`src/rtl/fifo_drain.sv`:
```
// fifo_drain: read-side controller for the fifo buffer, running in the fifo read clock domain.
// It watches the fifo status level and, once a burst is triggered, pops words with a registered
// strobe (pop_o, wired to the fifo clk_o). Each popped word goes into a 2-entry output buffer
// that is presented downstream on a valid/ready stream.
// Optional feature: define FIFO_DRAIN_TIMEOUT_EN to also start a burst after t idle cycles with
// a nonzero status.
module fifo_drain #(
   parameter int unsigned n  = 8,
   parameter logic [2:0]  wm = 3'b011,
   parameter int unsigned t  = 256
) (
   input  logic         clk,
   input  logic         rst,
   input  logic [2:0]   status,
   input  logic [n-1:0] data_o,
   output logic         pop_o,
   input  logic         flush,
   output logic [n-1:0] m_data,
   output logic         m_valid,
   input  logic         m_ready,
   output logic         busy
);

   typedef enum logic [0:0] {StIdle, StDrain} state_e;

   // t only matters for the timeout, but a value below 2 is always a configuration error.
   if (t < 2) begin : g_bad_t
      $error("fifo_drain: t must be at least 2");
   end

   state_e         state_q, state_d;
   logic           pop_q, pop_d;
   logic [1:0]     occ_q, occ_d;
   logic [n-1:0]   head_q, head_d;
   logic [n-1:0]   tail_q, tail_d;

   logic           st_nz;
   logic           timeout;
   logic           trigger;
   logic           capture;
   logic           xfer;

   assign st_nz   = (status != 3'b000);
   // A pop issued on the previous edge means the fifo presents its word at this edge.
   assign capture = pop_q;
   assign xfer    = m_valid & m_ready;
   assign trigger = (status >= wm) | (flush & st_nz) | timeout;

`ifdef FIFO_DRAIN_TIMEOUT_EN
   localparam int unsigned     TimerW   = $clog2(t + 1);
   localparam logic [TimerW-1:0] TimerMax = TimerW'(t);

   logic [TimerW-1:0] timer_q, timer_d;

   assign timeout = (timer_q == TimerMax);

   // Idle timer: counts nonzero-status cycles in IDLE, saturates at t, clears on empty or burst.
   always_comb begin
      timer_d = timer_q;
      if ((state_q != StIdle) || !st_nz || (state_d == StDrain)) begin
         timer_d = '0;
      end else if (timer_q != TimerMax) begin
         timer_d = timer_q + TimerW'(1);
      end
   end

   // Timer register.
   always_ff @(posedge clk or posedge rst) begin
      if (rst) begin
         timer_q <= '0;
      end else begin
         timer_q <= timer_d;
      end
   end
`else
   assign timeout = 1'b0;
`endif

   // Burst FSM and pop strobe; decisions are only taken when no pop is in flight.
   always_comb begin
      state_d = state_q;
      pop_d   = 1'b0;
      unique case (state_q)
         StIdle: begin
            if (trigger) begin
               state_d = StDrain;
            end
         end
         StDrain: begin
            if (!pop_q) begin
               if (!st_nz) begin
                  state_d = StIdle;
               end else if (occ_q < 2'd2) begin
                  pop_d = 1'b1;
               end
            end
         end
         default: state_d = StIdle;
      endcase
   end

   // Output buffer: head is always what m_data shows; tail holds the second word if present.
   always_comb begin
      occ_d  = occ_q;
      head_d = head_q;
      tail_d = tail_q;
      unique case ({capture, xfer})
         2'b10: begin
            if (occ_q == 2'd0) begin
               head_d = data_o;
            end else begin
               tail_d = data_o;
            end
            occ_d = occ_q + 2'd1;
         end
         2'b01: begin
            // Leaving head untouched on the last transfer keeps m_data at its final value.
            if (occ_q == 2'd2) begin
               head_d = tail_q;
            end
            occ_d = occ_q - 2'd1;
         end
         2'b11: begin
            if (occ_q == 2'd2) begin
               head_d = tail_q;
               tail_d = data_o;
            end else begin
               head_d = data_o;
            end
         end
         default: ;
      endcase
   end

   // State registers.
   always_ff @(posedge clk or posedge rst) begin
      if (rst) begin
         state_q <= StIdle;
         pop_q   <= 1'b0;
         occ_q   <= 2'd0;
         head_q  <= '0;
         tail_q  <= '0;
      end else begin
         state_q <= state_d;
         pop_q   <= pop_d;
         occ_q   <= occ_d;
         head_q  <= head_d;
         tail_q  <= tail_d;
      end
   end

   assign pop_o   = pop_q;
   assign m_data  = head_q;
   assign m_valid = (occ_q != 2'd0);
   assign busy    = (state_q == StDrain);

endmodule

```
`config.mk`:
```
export PLATFORM = sky130hd
export DESIGN_NAME = fifo_drain
export DESIGN_NICKNAME = d
export VERILOG_FILES = /design/src/rtl/fifo_drain.sv
export SDC_FILE = /design/constraint.sdc
export NUM_CORES = 1
export LEC_CHECK = 0
export ABC_AREA = 1
export BUFFER_PORTS_ARGS = -buffer_cell sky130_fd_sc_hd__buf_2
export CORE_UTILIZATION = 40
export CTS_CLUSTER_SIZE = 28
export DETAILED_ROUTE_END_ITERATION = 10
export PLACE_DENSITY_LB_ADDON = 0.08
export SYNTH_ARGS = -nofsm -noshare
export SYNTH_HDL_FRONTEND = slang
export SYNTH_SLANG_ARGS = --single-unit
```
`constraint.sdc`:
```
create_clock -name clk -period 2.1 [get_ports clk]
set_input_delay 0.315 -clock clk [delete_from_list [all_inputs] [get_ports clk]]
set_output_delay 0.315 -clock clk [all_outputs]
set_load 0.05 [all_outputs]
```
==> impl_metrics.tcl, run 1 <==
set metrics [dict create \
    period_share_pct 77.2 \
    overflow 0 \
    post_cts_resized 0 \
    fin_tns_setup_ns 0 \
    syn2layout_area_growth_pct 17.3 \
    drc 0 \
    hp-class "in -> async" \
    grt_first_pass_wirelength_um 4640 \
    grt_max_degree 21 \
    p_leak_nw 0.723 \
    rows 18 \
    slew_viol_final 0 \
    tritoncts "yes" \
    vias 1115 \
    cts_buffer_depth 2 \
    dieArea_sq_um 3070 \
    hold_buffers 0 \
    crit_fanout 11 \
    fmaxAchievable_ghz 0.617 \
    crit_buf_inv 2 \
    post-place-ws_ns 0.508 \
    antenna_left 0 \
    final.setup.worst_slack_ns 0.479 \
    placedCellCount 212 \
    synth.cell_area_sq_um 1140 \
    ys_seq_elements 20 \
    drive_gt1_share_pct 18.8 \
    vdd.ir_drop.worst_mv 1.08 \
    period_minus_slack_ns 1.62 \
    maxCapViolCount 0 \
    cpMaxStageDelayCell "dfrtp_1" \
    coreArea_sq_um 2590 \
    grt_setup_unrepaired "no" \
    r2r-end "m_data[3]" \
    synth-seq-area-share_pct 43.9 \
    max_stage_delay_ns 0.45 \
    io_buffers 25 \
    vias_per_cell 5.16 \
    die_w_um 55.4 \
    ys_warn_count 0 \
    antenna_found_initial 0 \
    synth_top_area_share_pct 43.9 \
    path_clk_slew_ns 0.12 \
    syn_avg_cell_area_sq_um 7.12 \
    worst_slew_pin_slew_ns 0.747 \
    setup_viol 0 \
    insertion_delay_ns 0.30 \
    layout.nets 202 \
    root_buffer "clkbuf_4" \
    hold_viol 0 \
    fin_util_pct 51.6 \
    r2r-start "occ_q[0]" \
    dp_hpwl_um 2000 \
    cp.required_ns 2.31 \
    diodes 0 \
    drt_iter0_drc 47 \
    ys_types 17 \
    synth_area_leader_cell "dfrtp_1" \
    start_util_pct 44.0 \
    path_delay_family "simple AND/OR/NAND/NOR gates" \
    end_kind "register" \
    outcome "completed" \
    finalWeightedCongestion 0.837 \
    io_pins 26 \
    r2r_setup_slack_ns 0.48 \
    synth.area.top_cells "dfrtp_1 (44%), nand2_1 (14%), nor2_1 (7.9%)" \
    worstSetupStartpointType "register" \
    crit_top_cell "nand2_1" \
    syn_nets 175 \
    grt_usage_pct 18.8 \
    wl_per_cell_um 11.8 \
    htreeDepth 1 \
    nFillCells 276 \
    postCtsSetupBuffers 0 \
    slew_headroom_pct 50.1 \
    firstDrtPassIters 4 \
    cts-buffers-inserted 3 \
    power_density_nw_per_um2 1810 \
    post_layout_nonfiller_instances 216 \
    clock-sinks 20 \
    worstSetupPathType "reg -> reg" \
    syn-instance-count 160 \
    ff2ff_path_depth 8 \
    worstPathCellList "inv_2, nand2_4, nand2_1, nand2_1, nor2_1, nand3_1, nand2_1, inv_1" \
    routed_wl_um 2540 \
    finClkSkew_ns 0.00159 \
    fin_hold_ws_ns 0.121 \
    grt_pass1_vias 1106 \
    arrival_ns 1.83 \
    die_y_um 55.4 \
]
==> through the flow <==
stage	cell area, sq um	power [W]
finish	1340	0.00242
global route	1340	0.00263
CTS	1340	0.00244
detailed placement	1280	0.00212
global placement	1280	0.00209
floorplan	1140	0.00183
==> cell families (layout without fill, tap and decap cells) <==
logic type | Yosys count | in the layout | synth area share [%]
AND/OR/NAND/NOR | 86 | 86 | 32.2
AO/OA/AOI/OAI | 27 | 27 | 13.3
buffers and inverters | 25 | 51 | 9.11
flip-flops | 20 | 20 | 43.9
XOR/XNOR | 2 | 2 | 1.54
==> cells in the mapped netlist, drive strengths merged <==
cell type and instances:
nor4 1, nand3 16, nand2 43, xor2 2, o211ai 1, inv 21, a21oi 15, dfrtp 20
nor3 2, o21ai 11, buf 4, nor2 24
==> final cells by class <==
cell class	instances	area (sq um)	share of cell area, %
repair buffers	26	133	9.92
inverters	21	78.8	5.89
clock inverters	1	30.0	2.25
well taps	30	37.5	2.81
multi-input cells	115	536	40.0
clock buffers	3	22.5	1.68
flip-flops and latches	20	500	37.4
==> power by group <==
part	internal, W	switching (W)
logic	0.000383	0.00101
registers	0.000577	0.000129
clock network	0.000193	0.000124
==> state kept, by name, indices dropped and copies added, names as in the netlist <==
signal	count
occ_q	2
busy	1
tail_q	8
m_data	8
pop_o	1
==> worst max path at each step <==
stage / start / end / slack [ns] / cells past startpoint
4_1_cts: occ_q[1] / m_valid / 0.49 / 3
3_5_place_dp: occ_q[0] / m_data[3] / 0.51 / 8
3_3_place_gp: occ_q[0] / m_data[2] / 0.57 / 8
6_report: occ_q[0] / m_data[3] / 0.48 / 8
5_1_grt: occ_q[0] / m_data[3] / 0.27 / 8
2_1_floorplan: pop_o / m_data[0] / 0.52 / 6
==> routing by layer <==
layer / track usage (%) / part of all wire (%)
met2: 34.9 / 52
met4: 5.71 / 0.47
met3: 2.11 / 2.9
met1: 22.4 / 44
met5: 0 / 0
==> cells in the final DEF, fill, tap and decap left out <==
cell,n
nand2_1,42
nor2_1,24
nor4_1,1
nor3_1,1
nand3_1,16
buf_2,25
clkbuf_4,3
xor2_1,2
dfrtp_1,20
nor3_4,1
o21ai_0,8
nand2_4,1
buf_4,1
inv_2,2
o21ai_1,3
inv_1,19
bufinv_16,1
o211ai_4,1
a21oi_1,15
(Power assumes the default switching activity.)
==> run 2, diff against run 1 <==
--- a/config.mk
+++ b/config.mk
@@ -5,7 +5,7 @@
 export SDC_FILE = /design/constraint.sdc
 export NUM_CORES = 1
 export LEC_CHECK = 0
-export ABC_AREA = 1
+export ABC_AREA = 0
 export BUFFER_PORTS_ARGS = -buffer_cell sky130_fd_sc_hd__buf_2
 export CORE_UTILIZATION = 40
 export CTS_CLUSTER_SIZE = 28
==> constraint.sdc (replaced) <==
create_clock -name clk -period 1.5 [get_ports clk]
set_input_delay 0.225 -clock clk [delete_from_list [all_inputs] [get_ports clk]]
set_output_delay 0.225 -clock clk [all_outputs]
set_load 0.05 [all_outputs]
==> run 2 against run 1 <==
Synthesized cell count fell by 43%. Area after synthesis decreased by 5.3%. Die area fell by 5.1%. Total power grew 27%. First-iteration DRC count shrank 62%. Critical path depth shrank 5. Cell count decreased by 29%.
==> impl_metrics.tcl, run 2 <==
set metrics [dict create \
    period_minus_slack_ns 1.43 \
    htreeDepth 1 \
    worstSetupStartpointType "register" \
    start_util_pct 42.8 \
    diodes 0 \
    layout_common_cells "buf_2 (24), dfrtp_1 (19), buf_4 (9), mux2_4 (8)" \
    ff2ff_path_depth 3 \
    insertion_delay_ns 0.30 \
    synth_common_cells "dfrtp_1 (20), mux2_4 (8)" \
    power.internal_w 0.00179 \
    async_flop_share_pct 100 \
    grt_max_degree 21 \
    whs_path_depth 2 \
    multiInputGateArea_sq_um 518 \
    drc 0 \
    ys_types 31 \
    drt_iter0_drc 18 \
    io_buffers 25 \
    root_buffer "clkbuf_4" \
    maxCapViolCount 0 \
    die_w_um 54.0 \
    vdd.ir_drop.worst_mv 1.21 \
    ys.flop_type "dfrtp_1" \
    grt_pass1_vias 795 \
    placed_cell_area_sq_um 1240 \
    arrival_ns 1.21 \
    syn-instance-count 91 \
    syn_avg_cell_area_sq_um 11.9 \
    fin_area_sq_um 1330 \
    fin_tns_setup_ns 0 \
    yosys.area_share.simple_pct 20.7 \
    end_kind "primary output" \
    dieArea_sq_um 2910 \
    synth_area_leader_cell "dfrtp_1" \
    rows 18 \
    tritoncts "yes" \
    finalWeightedCongestion 0.792 \
    synth_top_family_by_area "simple AND/OR/NAND/NOR gates" \
    p_leak_nw 0.624 \
    final_common_cell "buf_2" \
    routed_wl_um 2270 \
    yosys.area_share.xor_xnor_pct 0.811 \
    die_y_um 54.0 \
    cp.required_ns 1.27 \
    io_pins 26 \
    layout.nets 139 \
    pwr-share-clk_pct 14.2 \
    synth.cell_area_sq_um 1080 \
    synthMuxAreaShare_pct 13.0 \
    p_seq_share_pct 30.6 \
    synth.area.top_cells "dfrtp_1 (46%), mux2_4 (11%), o211a_1 (6.5%)" \
    slew_viol_final 0 \
    path_clk_slew_ns 0.12 \
    crit_fanout 6 \
    grt_setup_unrepaired "no" \
    slew_headroom_pct 72.4 \
    synth-seq-area-share_pct 46.3 \
    synth_compound_area_share_pct 12.2 \
    wl_per_cell_um 14.9 \
    worstSetupPathType "reg -> out" \
    vias_per_cell 5.20 \
    antenna_found_initial 0 \
    vias 796 \
    cts-buffers-inserted 3 \
    power_density_nw_per_um2 2320 \
    dp_hpwl_um 1570 \
    outcome "completed" \
    drive_gt1_share_pct 43.9 \
    power.switching_w 0.00129 \
    comb_power_share_pct 55.2 \
    area.sequential_sq_um 502 \
    synth_most_common_cell "dfrtp_1" \
    synth_edf_count 0 \
    period_share_pct 95.4 \
    fmaxAchievable_ghz 0.699 \
    syn2layout_area_growth_pct 22.8 \
    nFillCells 235 \
    overflow 0 \
    swShare_pct 42.0 \
    worst_slew_pin_slew_ns 0.414 \
    firstDrtPassIters 4 \
    synth_fa_ha_area_share_pct 0.927 \
    hp-class "in -> reg" \
    ys_warn_count 0 \
    finClkSkew_ns 0.00532 \
    hold_viol 0 \
    setup_viol 0 \
    grt_first_pass_wirelength_um 3660 \
    syn_nets 106 \
    cts_buffer_depth 2 \
    coreArea_sq_um 2520 \
    grt_usage_pct 18.0 \
    ys_seq_elements 20 \
    synth_top_area_share_pct 46.3 \
    clock-sinks 20 \
    antenna_left 0 \
]
## run 2: cell count changes in the layout (fill, tap and decap cells not counted), sizes merged, moves of 8 or more
cell,previous run,this run
nor2,24,2
nand3,16,0
nand3b,0,8
mux2,0,8
a21oi,15,2
nand2,43,2
inv,21,3
## run 2: worst paths after layout
path	to	start	slack, ns
max	m_valid	occ_q[0]	0.07
min	tail_q[1]	data_o[1]	0.17
max reg2reg	tail_q[6]	occ_q[0]	0.13
min reg2reg	tail_q[3]	tail_q[3]	0.51
max in group asynchronous	occ_q[0]	rst	0.80
min in group asynchronous	m_data[1]	rst	0.48
## run 2: area by class of cell
class / count / share of cell area (%)
Inverter: 3 / 0.849
Sequential cell: 20 / 37.8
Timing Repair Buffer: 35 / 15.5
Multi-Input combinational cell: 61 / 39.1
Tap cell: 30 / 2.83
Clock inverter: 1 / 2.26
Clock buffer: 3 / 1.70
## run 2: cells by family after synthesis
family / after synthesis
and+or+nand+nor: 31
DFF: 20
AOI/OAI and AO/OA: 18
buffers and inverters: 10
muxes: 10
xor gates and xnor gates: 1
adders and majority gates: 1
## run 2: stage by stage
step	hold slack, ns	setup slack (ns)	utilization [%]	power, W	std cells
after floorplan	0.189	-0.113	-	0.00225	91
after global placement	0.268	0.0458	49.2	0.00258	146
after detailed placement	0.270	0.0557	49.2	0.00259	146
after CTS	0.147	0.00794	51.7	0.00304	151
after global routing	0.146	0.0132	52.6	0.00326	153
final	0.167	0.0688	52.6	0.00308	153
## run 2: power by group through the flow
stage | registers [W] | clock network (W) | logic (W)
5_1_grt | 0.000967 | 0.000470 | 0.00182
3_5_place_dp | 0.000961 | 0 | 0.00163
3_3_place_gp | 0.000966 | 0 | 0.00161
6_report | 0.000942 | 0.000436 | 0.00170
4_1_cts | 0.000956 | 0.000454 | 0.00163
2_1_floorplan | 0.00130 | 0 | 0.000959
## run 2: repair_timing
| action | in CTS | in global routing |
|---|---|---|
| hold buffers | 1 | 0 |
| endpoints found under the hold margin | 20 | 0 |
| setup endpoints to repair | 1 | 9 |
| gates resized for setup | 1 | 2 |
| setup buffers | 0 | 2 |
## run 2: routing by layer
metal | wire, um | global-route usage (%) | part of all wire (%) | vias up
li1 | - | - | - | 393
met1 | 1170 | 25.4 | 52 | 383
met2 | 992 | 27.0 | 44 | 18
met3 | 91 | 5.08 | 4.0 | 2
met4 | 15 | 3.95 | 0.66 | 0
met5 | 0 | 0 | 0 | -
## run 2: worst max-delay path, stage by stage (launching register included)
cell and delay, ns:
dfrtp_2 0.46, nor2_2 0.13, inv_1 0.09, clkbuf_4 0.22
